===== config.mk =====
export PLATFORM = sky130hd
export DESIGN_NAME = tile_stream_tx
export DESIGN_NICKNAME = d
export VERILOG_FILES = /design/src/rtl/tile_stream_pkg.sv /design/src/rtl/tile_frame_buf.sv /design/src/rtl/tile_stream_tx.sv
export SDC_FILE = /design/constraint.sdc
export NUM_CORES = 2
export LEC_CHECK = 0
export BUFFER_PORTS_ARGS = -buffer_cell sky130_fd_sc_hd__buf_2
export CORE_ASPECT_RATIO = 0.6
export CORE_MARGIN = 10
export CORE_UTILIZATION = 53
export DETAILED_ROUTE_END_ITERATION = 7
export PLACE_DENSITY_LB_ADDON = 0.08
export SYNTH_ARGS = -nofsm -noshare
export SYNTH_HDL_FRONTEND = slang
export SYNTH_SLANG_ARGS = --single-unit

===== constraint.sdc =====
create_clock -name clk -period 10.7 [get_ports clk]
set_input_delay 2.675 -clock clk [delete_from_list [all_inputs] [get_ports clk]]
set_output_delay 2.675 -clock clk [all_outputs]
set_load 0.005 [all_outputs]

===== src/rtl/tile_stream_pkg.sv =====
// Shared definitions for the tile streaming path (frame geometry and TX FSM states).
// Also consumed by the downstream bias-add stage.
package tile_stream_pkg;
  localparam int TILE_SIZE  = 4;
  localparam int DATA_WIDTH = 16;
  localparam int D          = 256;
  localparam int TILE_DEPTH = D / TILE_SIZE;
  localparam int ADDR_W     = $clog2(TILE_DEPTH);

  typedef enum logic [2:0] {
    S_IDLE,
    S_SOF,
    S_SEND,
    S_GAP,
    S_DRAIN
  } tx_state_t;

  // Counter width able to hold values 0..n-1, never narrower than one bit.
  function automatic int cnt_width(input int n);
    return (n < 2) ? 1 : $clog2(n);
  endfunction
endpackage


===== src/rtl/tile_frame_buf.sv =====
// Register-based frame buffer: one synchronous write port, one asynchronous read port.
// No reset on the storage; contents are undefined until written.
module tile_frame_buf
  import tile_stream_pkg::*;
#(
  parameter int DEPTH = TILE_DEPTH,
  parameter int AW    = ADDR_W,
  parameter int W     = TILE_SIZE * DATA_WIDTH
) (
  input  logic          clk,
  input  logic          wr_en,
  input  logic [AW-1:0] wr_addr,
  input  logic [W-1:0]  wr_data,
  input  logic [AW-1:0] rd_addr,
  output logic [W-1:0]  rd_data
);
  logic [W-1:0] mem [DEPTH];

  always_ff @(posedge clk) begin
    if (wr_en) mem[wr_addr] <= wr_data;
  end

  assign rd_data = mem[rd_addr];
endmodule


===== src/rtl/tile_stream_tx.sv =====
// Streams one stored frame as TILE_DEPTH beats with an SOF marker, a minimum idle gap
// between beats and a cap on beats awaiting downstream ack.
module tile_stream_tx #(
  parameter int TILE_SIZE    = tile_stream_pkg::TILE_SIZE,
  parameter int DATA_WIDTH   = tile_stream_pkg::DATA_WIDTH,
  parameter int D            = tile_stream_pkg::D,
  parameter int TILE_DEPTH   = D / TILE_SIZE,
  parameter int ADDR_W       = $clog2(TILE_DEPTH),
  parameter int GAP          = 2,
  parameter int MAX_INFLIGHT = 1
) (
  input  logic                                       clk,
  input  logic                                       rst_n,
  input  logic                                       wr_en,
  input  logic [ADDR_W-1:0]                          wr_addr,
  input  logic [TILE_SIZE*DATA_WIDTH-1:0]            wr_data,
  input  logic                                       start,
  output logic                                       busy,
  output logic                                       done,
  output logic                                       sof,
  output logic                                       out_valid,
  input  logic                                       out_ready,
  output logic signed [TILE_SIZE-1:0][DATA_WIDTH-1:0] out_vec,
  input  logic                                       ack
);
  import tile_stream_pkg::*;

  localparam int BW = TILE_SIZE * DATA_WIDTH;
  localparam int IW = $clog2(MAX_INFLIGHT + 1);
  localparam int GW = cnt_width(GAP);
  localparam logic [ADDR_W-1:0] LAST_BEAT    = ADDR_W'(TILE_DEPTH - 1);
  localparam logic [GW-1:0]     GAP_LOAD     = GW'((GAP > 0) ? GAP - 1 : 0);
  localparam logic [IW-1:0]     INFLIGHT_CAP = IW'(MAX_INFLIGHT);

  tx_state_t         state;
  logic [ADDR_W-1:0] beat_idx;
  logic [GW-1:0]     gap_cnt;
  logic [IW-1:0]     inflight;
  logic [BW-1:0]     rd_data;
  logic              fire;

  // Handshake: a beat transfers on a cycle with out_valid && out_ready; once raised,
  // out_valid and out_vec hold until that transfer because inflight can only fall meanwhile.
  tile_frame_buf #(
    .DEPTH (TILE_DEPTH),
    .AW    (ADDR_W),
    .W     (BW)
  ) u_frame_buf (
    .clk     (clk),
    .wr_en   (wr_en && !busy),
    .wr_addr (wr_addr),
    .wr_data (wr_data),
    .rd_addr (beat_idx),
    .rd_data (rd_data)
  );

  assign out_valid = (state == S_SEND) && (inflight < INFLIGHT_CAP);
  assign fire      = out_valid && out_ready;
  assign out_vec   = rd_data;

  // An ack in the same cycle as a fire completes that beat immediately.
  always_ff @(posedge clk or negedge rst_n) begin
    if (!rst_n) begin
      inflight <= '0;
    end else if (fire && !ack) begin
      inflight <= inflight + IW'(1);
    end else if (!fire && ack && (inflight != '0)) begin
      inflight <= inflight - IW'(1);
    end
  end

  always_ff @(posedge clk or negedge rst_n) begin
    if (!rst_n) begin
      state    <= S_IDLE;
      beat_idx <= '0;
      gap_cnt  <= '0;
      busy     <= 1'b0;
      done     <= 1'b0;
      sof      <= 1'b0;
    end else begin
      done <= 1'b0;
      sof  <= 1'b0;
      case (state)
        S_IDLE: begin
          if (start) begin
            state    <= S_SOF;
            beat_idx <= '0;
            busy     <= 1'b1;
            sof      <= 1'b1;
          end
        end
        S_SOF: state <= S_SEND;
        S_SEND: begin
          if (fire) begin
            if (beat_idx == LAST_BEAT) begin
              state <= S_DRAIN;
            end else begin
              beat_idx <= beat_idx + ADDR_W'(1);
              if (GAP == 0) begin
                state <= S_SEND;
              end else begin
                state   <= S_GAP;
                gap_cnt <= GAP_LOAD;
              end
            end
          end
        end
        S_GAP: begin
          if (gap_cnt == '0) state <= S_SEND;
          else gap_cnt <= gap_cnt - GW'(1);
        end
        S_DRAIN: begin
          if (inflight == '0) begin
            state <= S_IDLE;
            done  <= 1'b1;
            busy  <= 1'b0;
          end
        end
        default: state <= S_IDLE;
      endcase
    end
  end
endmodule


==> impl_metrics.csv <==
group,metric,value,unit
sta,fin_crit_sh,0.742,
power_and_ir_drop,peakVddDrop,0.195,mV
floorplan,core-area,294000,um2
global_route,grt_pass1_vias,74600,
place,numPortBuffers,143,
global_route,grt_use_met2,0.395,
setup_path,path_cells,"buf_4, buf_4, buf_4, mux4_2, mux4_2, o22ai_1, o22ai_1, buf_2",
cts,post-cts-setup-buffers,0,
setup_path,crit_type,"reg2out",
synth,ys_seq_area_frac,0.788,
synth,synth_cells,6766,
setup_path,path_max_fanout,55,
place,dp_hpwl,224000,um
setup_path,crit_arrival,5.26,ns
cts,ctsHtreeMaxLevel,5,
final_layout,fill_cells,20500,
floorplan,die_width,722,um
final_layout,nets,7176,
setup_path,critPathMaxStageDelay,0.88,ns
cts,cts.hold.buffers_added,0,
sta,setup_violations,0,
setup_path,crit_buf_inv,4,
power_and_ir_drop,intPower,0.0294,W
synth,yosysMostFrequentCell,"edfxtp_1",
synth,synth_edf_count,4096,
global_route,grt_usage,0.272,
power_and_ir_drop,seqPwrFrac,0.438,
flow_run,maxCapViolCount,0,
floorplan,die-area,318000,um2
power_and_ir_drop,p_per_area,234,nW/um2
routing,detail-route-antenna-nets,0,
floorplan,die_h,441,um
final_layout,layout-drive-gt1-share,0.269,
global_route,use_met3,0.0561,
synth,synthArstFlopShare,0.00341,
cts,ctsResizeCount,0,
cts,cts_buffers,371,
setup_path,worst_path_most_repeated_cell,"buf_4",
synth,postSynthNetCount,6843,
place,place_congestion,0.761,
setup_path,start_kind,"flop",
synth,synth_top_area_cell,"edfxtp_1",
power_and_ir_drop,combinationalPowerShare,0.242,
place,dp_cells,10600,
setup_path,cp_slowest_cell,"buf_4",
synth,synthTopCellsByCount,"4096 x edfxtp_1, 985 x mux4_2, 321 x mux2i_1",
floorplan,start_util,0.533,
synth,synth.area.top_cells,"edfxtp_1 79%, mux4_2 14%, mux2i_1 2.1%, mux2_2 0.56%, nand2_1 0.47%",
global_route,grt_max_degree,149,
routing,routed_wl,437000,um
place,postPlaceCellArea,163000,um2
global_route,antenna_found_initial,13,
setup_path,end_kind,"output pin",
sta,layout_min_cycle_time,7.94,ns
floorplan,ios,144,
cts,cts-root-buf,"clkbuf_16",
final_layout,final_util,0.594,
power_and_ir_drop,leakagePower,53.8,nW
synth,syn_area_per_cell,23.1,um2
final_layout,area.growth.synth_to_final,11.4,%
final_layout,design_area,175000,um2
sta,worst_slew_pin_slew,1.32,ns
synth,synthesis.area,157000,um2
sta,finalSetupTns,0,ns
cts,tritoncts,"yes",
sta,finalHoldViolations,0,
cts,cts.path.max_buffers,4,
final_layout,seq_area,123000,um2
routing,first_pass_iters,6,
power_and_ir_drop,p_clk_frac,0.320,
power_and_ir_drop,power_switching,0.0115,W
synth,ys.flop_type,"edfxtp_1",
synth,synth_top_area_share,0.785,
routing,drt_iter0_drc,10600,
cts,clock-sinks,4110,
sta,rsz0062_at_grt,"false",
sta,max_freq,0.126,GHz
cts,path_clk_slew,0.06,ns
sta,drv_slew,0,
cts,clock_latency,0.93,ns
final_layout,multiInputGateArea,32000,um2
floorplan,num_rows,154,
global_route,globalRouteMet1Util,0.429,
routing,drcViolationCount,0,
final_layout,stdcell_count,11300,
sta,slew_headroom,0.122,
setup_path,critPathTopFamily,"buffers and inverters",
global_route,overflow,0,
synth,yosysWarnings,0,
routing,via_per_inst,6.81,
min_path,hold_path_class,"reg2reg",
routing,dr_total_vias,76900,
synth,synth_cell_types,48,
global_route,grt_pass1_wl,606000,um
synth,synth_seq_cells,4110,
setup_path,worstPathRequired,8.03,ns
routing,wire_per_inst,38.7,um
sta,skew,0.0366,ns
power_and_ir_drop,power_switching_share,0.280,
global_route,top_usage_layer,"met1",
status,status,"finished clean",
-- placed cells by master (no fill, tap or decap), types with 42 or more instances in the layout --
master and count:
nand2_1 195, o221ai_1 78, o22ai_1 85, clkinv_2 58
edfxtp_1 4096, nor2_4 66, buf_2 143, clkinv_1 79
buf_4 168, mux4_2 985, clkbuf_16 381, nor2_1 102
a221oi_1 66, mux2_2 78, clkbuf_1 82, mux2i_1 321
a32oi_1 42
-- per-layer routing --
metal  part of all wire  up-vias
met5           0.000021        -
met4              0.023        2
met3               0.11      630
met2               0.44     4631
met1               0.42    42000
li1                   -    29600
-- through the flow --
step / hold slack (ns) / setup slack [ns] / power [W]
3_3_place_gp: 0.499 / 3.78 / 0.0282
3_5_place_dp: 0.522 / 3.75 / 0.0282
2_1_floorplan: 0.471 / 4.03 / 0.0249
6_report: 0.528 / 2.76 / 0.0408
4_1_cts: 0.534 / 2.74 / 0.0411
5_1_grt: 0.537 / 2.64 / 0.0422
-- worst paths after layout --
kind	cells after the start	start	slack, ns	to
setup / recovery	8	beat_idx[2]	2.76	out_vec[25]
hold / removal	1	gap_cnt	0.53	state[0]
setup reg to reg	6	busy	6.45	u_frame_buf.mem[19][23]
hold reg to reg	1	gap_cnt	0.53	state[0]
max in group asynchronous	1	rst_n	8.52	beat_idx[1]
min in group asynchronous	1	rst_n	1.74	inflight
-- final cells by class --
type,count,share of cell area
flip-flops and latches,4110,0.707
multi-input cells,2269,0.183
clock buffers,463,0.0564
well taps,3900,0.0280
repair buffers,342,0.0149
clock inverters,192,0.0101
inverters,5,0.000208
diodes,7,0.000100
-- power groups by stage --
stage                     registers, W  logic [W]  clock network, W
final                           0.0179    0.00989            0.0131
after global routing            0.0179     0.0105            0.0139
after CTS                       0.0179     0.0100            0.0133
after detailed placement        0.0182    0.00997                 0
after global placement          0.0182    0.00996                 0
after floorplan                 0.0181    0.00682                 0
-- worst register-to-register path: cells and delay by family (launching register included) --
kind	cells	cell delay, ns
AND/OR/NAND/NOR	3	1.61
flip-flops	1	0.44
buffers and inverters	3	1.71
-- sequential cells by signal, summed over array words and instances, names as in the netlist --
register / flops
done: 1
busy: 1
inflight: 1
state: 3
gap_cnt: 1
u_frame_buf.mem: 4096
beat_idx: 6
sof: 1
-- logic make-up after synthesis --
kind of cell,share of synthesized area
flip-flops,0.788
multiplexers,0.168
AND/OR/NAND/NOR,0.0118
AO/OA/AOI/OAI,0.0211
buffers and inverters,0.0115
XOR/XNOR,0.000224
adder cells (fa/ha/maj),0.0000799
(Power assumes the default switching activity.)
